**config.mk**
```make
export PLATFORM = sky130hd
export DESIGN_NAME = dual_mem_arbiter_flat
export DESIGN_NICKNAME = d
export VERILOG_FILES = /design/src/rtl/dual_mem_arbiter_pkg.sv /design/src/rtl/dual_mem_arbiter_if.sv /design/src/rtl/dual_mem_arbiter_rr_select.sv /design/src/rtl/dual_mem_arbiter.sv /design/src/flat_wrapper.sv
export SDC_FILE = /design/constraint.sdc
export NUM_CORES = 1
export LEC_CHECK = 0
export ABC_AREA = 1
export BUFFER_PORTS_ARGS = -buffer_cell sky130_fd_sc_hd__buf_2
export CAP_MARGIN = 5
export CORE_AREA = 3 3 194 196
export CTS_CLUSTER_SIZE = 24
export DETAILED_ROUTE_END_ITERATION = 8
export DIE_AREA = 0 0 197 199
export PLACE_DENSITY = 0.42
export SLEW_MARGIN = 20
export SYNTH_ARGS = -nofsm -noshare
export SYNTH_HDL_FRONTEND = slang
export SYNTH_SLANG_ARGS = --single-unit
```
**constraint.sdc**
```tcl
create_clock -name CLK -period 2.4 [get_ports CLK]
set_clock_uncertainty 0.15 [all_clocks]
set_input_delay 0.48 -clock CLK [delete_from_list [all_inputs] [get_ports CLK]]
set_output_delay 0.48 -clock CLK [all_outputs]
set_load 0.01 [all_outputs]
```
**src/rtl/dual_mem_arbiter_pkg.sv**
```systemverilog
// Shared types for the dual-core memory arbiter: RAM word/status types,
// arbiter FSM state and the registered bus owner.
package dual_mem_arbiter_pkg;

  typedef logic [31:0] word_t;

  typedef enum logic [1:0] {
    FREE   = 2'b00,
    BUSY   = 2'b01,
    ACCESS = 2'b10,
    ERROR  = 2'b11
  } ramstate_t;

  typedef enum logic {
    IDLE  = 1'b0,
    GRANT = 1'b1
  } arb_state_t;

  typedef struct packed {
    logic core;
    logic is_data;
  } arb_owner_t;

  // Data class always wins over instruction class when both have a candidate.
  function automatic arb_owner_t pick_owner(input logic d_vld, input logic d_gnt,
                                            input logic i_gnt);
    arb_owner_t o;
    o.core    = d_vld ? d_gnt : i_gnt;
    o.is_data = d_vld;
    return o;
  endfunction

endpackage

```
**src/rtl/dual_mem_arbiter_if.sv**
```systemverilog
// Cache-pair and RAM-side signals of the dual-core memory arbiter.
// master: requesters and RAM model; slave: the arbiter.
interface dual_mem_arbiter_if;
  import dual_mem_arbiter_pkg::*;

  logic [1:0]      iREN;
  logic [1:0]      dREN;
  logic [1:0]      dWEN;
  word_t [1:0]     iaddr;
  word_t [1:0]     daddr;
  word_t [1:0]     dstore;
  logic [1:0]      iwait;
  logic [1:0]      dwait;
  word_t [1:0]     iload;
  word_t [1:0]     dload;
  word_t           ramload;
  ramstate_t       ramstate;
  word_t           ramaddr;
  word_t           ramstore;
  logic            ramREN;
  logic            ramWEN;
  logic [1:0]      ccinv;
  word_t [1:0]     ccsnoopaddr;
  logic            bus_err;

  modport master (
    output iREN, iaddr, dREN, dWEN, daddr, dstore, ramload, ramstate,
    input  iwait, dwait, iload, dload, ramaddr, ramstore, ramREN, ramWEN,
           ccinv, ccsnoopaddr, bus_err
  );

  modport slave (
    input  iREN, iaddr, dREN, dWEN, daddr, dstore, ramload, ramstate,
    output iwait, dwait, iload, dload, ramaddr, ramstore, ramREN, ramWEN,
           ccinv, ccsnoopaddr, bus_err
  );

endinterface

```
**src/rtl/dual_mem_arbiter_rr_select.sv**
```systemverilog
// Combinational 2-way round-robin picker: with both requesting, the core
// that was not granted last wins.
module dual_mem_arbiter_rr_select (
  input  logic [1:0] req,
  input  logic       rr_last,
  output logic       gnt,
  output logic       valid
);

  always_comb begin
    valid = |req;
    gnt   = 1'b0;
    case (req)
      2'b01:   gnt = 1'b0;
      2'b10:   gnt = 1'b1;
      2'b11:   gnt = ~rr_last;
      default: gnt = 1'b0;
    endcase
  end

endmodule

```
**src/rtl/dual_mem_arbiter.sv**
```systemverilog
// Four-requester (2x icache, 2x dcache) arbiter onto one RAM port with
// registered grants. Optional snoop invalidate: DUAL_MEM_SNOOP_INV_EN.
//
// state | meaning
// IDLE  | no owner, RAM outputs 0, waits 1; any request registers an owner
// GRANT | RAM driven from registered owner until ACCESS, drop or timeout
module dual_mem_arbiter
  import dual_mem_arbiter_pkg::*;
#(
  parameter int CPUS        = 2,
  parameter int BUS_TIMEOUT = 0
) (
  input logic               CLK,
  input logic               nRST,
  dual_mem_arbiter_if.slave bus
);

  localparam int          CORE_W  = $clog2(CPUS);
  localparam bit          TO_EN   = (BUS_TIMEOUT > 0);
  localparam logic [31:0] TO_LOAD = TO_EN ? 32'(BUS_TIMEOUT - 1) : 32'd0;

  arb_state_t         state_q, state_d;
  arb_owner_t         owner_q, owner_d;
  logic               rr_last_q;
  logic [31:0]        tmr_q, tmr_d;
  logic               bus_err_q;
  logic [CORE_W-1:0]  oc;
  logic [1:0]         dreq;
  logic               d_gnt, d_vld, i_gnt, i_vld;
  logic               own_req, own_done, timeout_hit;

  assign dreq = bus.dREN | bus.dWEN;
  assign oc   = owner_q.core;

  dual_mem_arbiter_rr_select u_rr_data (
    .req     (dreq),
    .rr_last (rr_last_q),
    .gnt     (d_gnt),
    .valid   (d_vld)
  );

  dual_mem_arbiter_rr_select u_rr_inst (
    .req     (bus.iREN),
    .rr_last (rr_last_q),
    .gnt     (i_gnt),
    .valid   (i_vld)
  );

  assign own_req     = owner_q.is_data ? dreq[oc] : bus.iREN[oc];
  assign own_done    = (state_q == GRANT) && own_req && (bus.ramstate == ACCESS);
  // Timer is a down-counter loaded on grant entry; terminal count 0 in a
  // non-ACCESS cycle ends the grant.
  assign timeout_hit = TO_EN && (state_q == GRANT) && own_req &&
                       (bus.ramstate != ACCESS) && (tmr_q == 32'd0);

  always_ff @(posedge CLK or negedge nRST) begin
    if (!nRST) begin
      state_q   <= IDLE;
      owner_q   <= '0;
      rr_last_q <= 1'b1;
      tmr_q     <= '0;
      bus_err_q <= 1'b0;
    end else begin
      state_q   <= state_d;
      owner_q   <= owner_d;
      tmr_q     <= tmr_d;
      bus_err_q <= timeout_hit;
      if (state_q == IDLE && state_d == GRANT) rr_last_q <= owner_d.core;
    end
  end

  always_comb begin
    state_d = state_q;
    owner_d = owner_q;
    tmr_d   = tmr_q;
    case (state_q)
      IDLE: begin
        if (d_vld || i_vld) begin
          state_d = GRANT;
          owner_d = pick_owner(d_vld, d_gnt, i_gnt);
          tmr_d   = TO_LOAD;
        end
      end
      GRANT: begin
        if (!own_req || own_done || timeout_hit) state_d = IDLE;
        else if (tmr_q != 32'd0)                 tmr_d   = tmr_q - 32'd1;
      end
      default: state_d = IDLE;
    endcase
  end

  always_comb begin
    bus.iwait    = 2'b11;
    bus.dwait    = 2'b11;
    bus.iload    = '0;
    bus.dload    = '0;
    bus.ramaddr  = '0;
    bus.ramstore = '0;
    bus.ramREN   = 1'b0;
    bus.ramWEN   = 1'b0;
    if (state_q == GRANT) begin
      if (owner_q.is_data) begin
        bus.dload[oc] = bus.ramload;
        if (own_req) begin
          bus.ramaddr = bus.daddr[oc];
          // A core asserting both enables is treated as a read.
          if (bus.dREN[oc]) begin
            bus.ramREN = 1'b1;
          end else begin
            bus.ramWEN   = 1'b1;
            bus.ramstore = bus.dstore[oc];
          end
        end
        if (own_done) bus.dwait[oc] = 1'b0;
      end else begin
        bus.iload[oc] = bus.ramload;
        if (own_req) begin
          bus.ramaddr = bus.iaddr[oc];
          bus.ramREN  = 1'b1;
        end
        if (own_done) bus.iwait[oc] = 1'b0;
      end
    end
  end

  assign bus.bus_err = bus_err_q;

`ifdef DUAL_MEM_SNOOP_INV_EN
  logic [1:0]  ccinv_q;
  word_t [1:0] snoop_addr_q;

  always_ff @(posedge CLK or negedge nRST) begin
    if (!nRST) begin
      ccinv_q      <= '0;
      snoop_addr_q <= '0;
    end else begin
      ccinv_q <= '0;
      if (own_done && owner_q.is_data && !bus.dREN[oc]) begin
        ccinv_q[~oc]      <= 1'b1;
        snoop_addr_q[~oc] <= bus.daddr[oc];
      end
    end
  end

  assign bus.ccinv       = ccinv_q;
  assign bus.ccsnoopaddr = snoop_addr_q;
`else
  assign bus.ccinv       = '0;
  assign bus.ccsnoopaddr = '0;
`endif

endmodule

```
**src/flat_wrapper.sv**
```systemverilog
// flat-port wrapper written by rule: the top's interface ports become plain ports
module dual_mem_arbiter_flat import dual_mem_arbiter_pkg::*;
#(
  parameter int CPUS        = 2,
  parameter int BUS_TIMEOUT = 0
)
  (CLK, nRST, bus_iREN, bus_iaddr, bus_dREN, bus_dWEN, bus_daddr, bus_dstore, bus_ramload, bus_ramstate, bus_iwait, bus_dwait, bus_iload, bus_dload, bus_ramaddr, bus_ramstore, bus_ramREN, bus_ramWEN, bus_ccinv, bus_ccsnoopaddr, bus_bus_err);
  dual_mem_arbiter_if bus_i ();
  input logic CLK;
  input logic nRST;
  input wire logic [$bits(bus_i.iREN)-1:0] bus_iREN;
  input wire logic [$bits(bus_i.iaddr)-1:0] bus_iaddr;
  input wire logic [$bits(bus_i.dREN)-1:0] bus_dREN;
  input wire logic [$bits(bus_i.dWEN)-1:0] bus_dWEN;
  input wire logic [$bits(bus_i.daddr)-1:0] bus_daddr;
  input wire logic [$bits(bus_i.dstore)-1:0] bus_dstore;
  input wire logic [$bits(bus_i.ramload)-1:0] bus_ramload;
  input wire logic [$bits(bus_i.ramstate)-1:0] bus_ramstate;
  output wire logic [$bits(bus_i.iwait)-1:0] bus_iwait;
  output wire logic [$bits(bus_i.dwait)-1:0] bus_dwait;
  output wire logic [$bits(bus_i.iload)-1:0] bus_iload;
  output wire logic [$bits(bus_i.dload)-1:0] bus_dload;
  output wire logic [$bits(bus_i.ramaddr)-1:0] bus_ramaddr;
  output wire logic [$bits(bus_i.ramstore)-1:0] bus_ramstore;
  output wire logic [$bits(bus_i.ramREN)-1:0] bus_ramREN;
  output wire logic [$bits(bus_i.ramWEN)-1:0] bus_ramWEN;
  output wire logic [$bits(bus_i.ccinv)-1:0] bus_ccinv;
  output wire logic [$bits(bus_i.ccsnoopaddr)-1:0] bus_ccsnoopaddr;
  output wire logic [$bits(bus_i.bus_err)-1:0] bus_bus_err;
  assign bus_i.iREN = bus_iREN;
  assign bus_i.iaddr = bus_iaddr;
  assign bus_i.dREN = bus_dREN;
  assign bus_i.dWEN = bus_dWEN;
  assign bus_i.daddr = bus_daddr;
  assign bus_i.dstore = bus_dstore;
  assign bus_i.ramload = bus_ramload;
  assign bus_i.ramstate = bus_ramstate;
  assign bus_iwait = bus_i.iwait;
  assign bus_dwait = bus_i.dwait;
  assign bus_iload = bus_i.iload;
  assign bus_dload = bus_i.dload;
  assign bus_ramaddr = bus_i.ramaddr;
  assign bus_ramstore = bus_i.ramstore;
  assign bus_ramREN = bus_i.ramREN;
  assign bus_ramWEN = bus_i.ramWEN;
  assign bus_ccinv = bus_i.ccinv;
  assign bus_ccsnoopaddr = bus_i.ccsnoopaddr;
  assign bus_bus_err = bus_i.bus_err;
  dual_mem_arbiter #(.CPUS(CPUS), .BUS_TIMEOUT(BUS_TIMEOUT)) u_core (.CLK(CLK), .nRST(nRST), .bus(bus_i));
endmodule
```
Word-level counts from Yosys, hierarchy flattened
Index checks and enable logic that the tools add are counted.

Magnitude comparators: 2. Equality and inequality tests: 5. Muxes and demuxes: 51. Bitwise operators: 5. Reductions and logical operators: 10.

Operators by type and width (number): two-way mux 32 bit (15); two-way mux 64 bit (4); bitwise AND 64 bit (1); demux 32 bit (select 1 bit) (1); two-way mux 1 bit (20); two-way mux 2 bit (7); == test 2 bit, second input constant (5); one-hot mux 1 bit (2 select lines) (3); logical AND 1 bit (4); OR reduction 2 bit (2); logical OR 1 bit (2); less-than comparator 1 x 2 -> 1 bit, second input constant (1); NOT 1 bit (2); NOT 2 bit (1); bitwise OR 2 bit (1); AND reduction 2 bit (1); demux 1 bit (select 1 bit) (1); >= comparator 1 bit, second input constant (1); zero test 1 bit (1).

Flip-flop bits (word level): 4. Input port bits: 234. Word-level logic and storage cells: 77.

Depth between registers and ports, before layout
Word-level depth: 10. Mapped depth: 9. Mapped depth without buffers: 7.

Modules after synthesis
From an unflattened synthesis, not the netlist that was laid out.

Cells, all modules: 691. Area total of the unflattened synthesis: 3310.7 um2.

By module, submodules not included: dual_mem_arbiter (times used 1, cells each 685, area an instance 3280.6 um2); dual_mem_arbiter_rr_select (times used 2, cells each 3, area an instance 15.0 um2).

Worst setup path before layout
No wires, ideal clock.

Kind: flip-flop to output port. Start point: register u_core.owner_q (netlist bit u_core.oc). End point: output port bus_ramaddr[22]. Data arrival time: 1.301 ns. Data required time: 1.770 ns. Path slack: 0.469 ns. Cell stages (with the launch flop): 10. Path through: dfrtp_1 buf_4 inv_2 buf_6 nand2_1 nand3_1 nand2_2 nand2_4 buf_2 a21oi_1.

Longest elaborated chain between the ends: 6. Elaborated cells on any way between the ends: 13.

RTL lines: from (decl) (line dual_mem_arbiter.sv:23) `arb_owner_t owner_q, owner_d;`; from (signal assigned) (line dual_mem_arbiter.sv:65) `owner_q <= owner_d;`; two-way mux 1 bit (implied by the code) (2 in a row) (line dual_mem_arbiter.sv:49) `assign own_req = owner_q.is_data ? dreq[oc] : bus.iREN[oc];`; two-way mux 1 bit (line dual_mem_arbiter.sv:49); two-way mux 32 bit (on tied branches) (line dual_mem_arbiter.sv:117, dual_mem_arbiter.sv:104); two-way mux 32 bit * (line dual_mem_arbiter.sv:102) `if (owner_q.is_data) begin`; two-way mux 32 bit * (line dual_mem_arbiter.sv:101) `if (state_q == GRANT) begin`; to (decl) (line flat_wrapper.sv:23) `output wire logic [$bits(bus_i.ramaddr)-1:0] bus_ramaddr;`.

Every way passes the cells marked *; elsewhere a longest branch is shown, timed or not. The select of a mux whose other input is x is not followed.

Final worst setup path
Start point: register u_core.owner_q (netlist bit u_core.oc). End point: output port bus_ramstore[24].

Longest elaborated chain between the ends: 6. Elaborated cells on any way between the ends: 13.

RTL lines: two-way mux 32 bit (implied by the code) (tied with other cells) (2 in a row) (line dual_mem_arbiter.sv:111) `bus.ramstore = bus.dstore[oc];`; two-way mux 32 bit / two-way mux 1 bit (equally long branches) (line dual_mem_arbiter.sv:107, dual_mem_arbiter.sv:49); two-way mux 32 bit * (line dual_mem_arbiter.sv:104) `if (own_req) begin`; two-way mux 32 bit * (line dual_mem_arbiter.sv:102); two-way mux 32 bit * (line dual_mem_arbiter.sv:101); to (decl) (line flat_wrapper.sv:24) `output wire logic [$bits(bus_i.ramstore)-1:0] bus_ramstore;`.

Marks and branches as above.

==> results.py <==
metrics = {
    "status": {
        "run_status": "finished, final reports clean",
    },
    "floorplan": {
        "die_h_um": 199,
        "die-area_mm2": 0.0392,
        "ios": 499,
        "start_util_pct": 9.08,
        "die_w_um": 197,
        "fp.coreArea_mm2": 0.0363,
        "core.rowCount": 70,
    },
    "timing": {
        "fin_crit_sh_pct": 99.4,
        "finalSetupViolCount": 0,
        "final_max_slew_viol_count": 0,
        "final_hold_viol_count": 0,
        "fin_crit_ns": 2.39,
        "rsz0062_at_grt": "true",
        "finalSetupTns_ns": 0,
        "fmax_ghz": 0.419,
    },
    "synthesis": {
        "ys_warn_count": 0,
        "synth_top_area_share_pct": 30.0,
        "syn_inst": 688,
        "synth-seq-cells": 4,
        "synth_cell_types": 22,
        "yosys-top-cells-area": "nor2_1 (30%), nand2_1 (16%), buf_4 (16%)",
        "synth.avg_cell_area_um2": 4.78,
        "synth_area_mm2": 0.00329,
        "synth_top_area_cell": "nor2_1",
        "yosysSeqAreaShare_pct": 3.08,
    },
    "detailed_routing": {
        "drt_first_pass_iters": 4,
        "drc": 0,
        "wire_per_inst_um": 14.3,
        "ant_nets": 0,
        "vias": 5766,
        "via_per_inst": 3.67,
        "drt_iter0_markers": 194,
        "totalWireLength_mm": 22.4,
    },
    "worst_setup_path": {
        "crit_arrival_ns": 1.76,
        "crit_path_start_kind": "flop",
        "crit_fanout": 15,
        "critical_path_class": "flop to output port",
        "crit_required_ns": 1.77,
        "endpoint_kind": "output port",
    },
    "final_layout": {
        "drive_gt1_share_pct": 47.1,
        "postLayoutCellArea_mm2": 0.00622,
        "finalNonFillerCells": 1573,
        "mostFrequentLayoutCell": "buf_2",
        "nets": 1338,
        "syn_to_final_growth_pct": 89.0,
        "mostFrequentLayoutCells": "buf_2 (430), nor2_1 (261), nand2_1 (140)",
    },
    "clock_tree": {
        "clk_path_buf_depth": 2,
        "clkTransAtPathRegs_ns": 0.03,
        "clk_latency_ns": 0.23,
        "h-tree-depth": 1,
        "cts_root_buf": "clkbuf_16",
        "cts_buffers": 3,
        "cts_sinks": 4,
        "cts_tree": "done",
    },
    "pwr": {
        "power_leakage_nw": 3.55,
        "power_frac_seq_pct": 2.6,
        "power.share.clock_pct": 3.8,
        "comb_power_share_pct": 93.6,
        "switching_power_w": 0.00424,
        "power_density_mw_per_mm2": 1150,
        "p_total_w": 0.00714,
        "vdd_ir_drop_max_uv": 563,
        "p_int_w": 0.00290,
        "swShare_pct": 59.4,
    },
    "min_path": {
        "hold_path.class": "flop to flop",
    },
    "placement": {
        "dpl_cell_area_mm2": 0.00586,
        "dp.cells": 1556,
        "port_buffers": 431,
        "place.gp.congestion": 0.778,
        "post-dp-hpwl_mm": 17.4,
    },
    "run": {
        "cap_violations": 0,
    },
    "grt": {
        "grt_max_degree": 55,
        "grt_antenna_before_repair": 3,
        "grt.total_usage_pct": 9.59,
        "grt_pass1_vias": 5273,
        "grt_overflow_total": 0,
        "grt_pass1_wl_mm": 29.4,
    },
}
## layout make-up
type                    instances  area [um^2]
repair buffers                467         2710
inverters                       9         41.3
flip-flops and latches          4          106
multi-input cells             619         2700
well taps                     468          586
diodes                          2         5.00
fillers                      4285        30000
clock buffers                   4         78.8
## metrics by stage
step | util, % | hold slack, ns | worst slack, ns
floorplan | - | 0.0344 | 0.469
global placement | 16.1 | 0.147 | 0.108
detailed placement | 16.1 | 0.149 | 0.114
CTS | 16.7 | 0.381 | -0.0156
global route | 17.1 | 0.433 | -0.0587
finish | 17.2 | 0.386 | 0.0135
## sequential cells by signal, summed over array words and instances, names as in the netlist
register,flops
u_core.oc,1
u_core.owner_q,1
u_core.rr_last_q,1
u_core.state_q,1
## critical path: stages (launching register included)
cell and delay (ns):
dfrtp_4 0.53, nand2_1 0.12, nand3_2 0.10, nand2_4 0.12
nand3_4 0.17, buf_12 0.21, a21oi_2 0.12, buf_2 0.14
## routing by layer
| layer | global-route usage (%) | share of wire, % |
|---|---|---|
| met1 | 10.8 | 38 |
| met2 | 18.3 | 51 |
| met3 | 1.42 | 7.6 |
| met4 | 3.46 | 2.9 |
| met5 | 0 | 0.058 |
## synth_stat cells
library cell	n
nor2_2	2
nand4_1	1
o21ai_0	67
conb_1	1
inv_2	2
nand2_1	143
buf_2	16
clkbuf_1	24
nor2_1	263
a21oi_1	37
a21oi_2	29
nand2_2	2
nand2_4	1
o22ai_1	1
inv_1	7
buf_4	68
dfstp_2	1
buf_6	4
dfrtp_1	3
nand3_4	1
nand3_1	5
buf_1	10
## power groups by stage
stage	logic, W	registers [W]	clock network [W]
finish	0.00668	0.000183	0.000273
global route	0.00733	0.000189	0.000282
CTS	0.00647	0.000182	0.000278
detailed placement	0.00608	0.000180	0
global placement	0.00614	0.000180	0
floorplan	0.00362	0.000125	0
## final timing paths
check,endpoint,cells after the start,slack [ns],start
min,u_core.rr_last_q,2,0.39,u_core.rr_last_q
min reg2reg,u_core.rr_last_q,2,0.39,u_core.rr_last_q
min in group asynchronous,u_core.oc,2,0.45,nRST
max in group asynchronous,u_core.rr_last_q,2,1.43,nRST
max,bus_ramstore[24],7,0.01,u_core.oc
max reg2reg,u_core.state_q,6,0.98,u_core.oc
## cell families after synthesis
kind of cell           synth area share [%]
AOI/OAI and AO/OA                      23.7
buffers and inverters                  24.2
DFF                                    3.08
other                                 0.114
and+or+nand+nor                        48.9
## timing repair
action / CTS / global route
endpoints found under the setup margin: 27 / 68
resized for setup: 8 / 19
hold endpoints to repair: 3 / 0
setup buffers: 3 / 2
hold buffers: 1 / 0
cloned: 2 / 4
pin swaps: 3 / 3
Note: power is estimated with default switching activity, not from simulation.
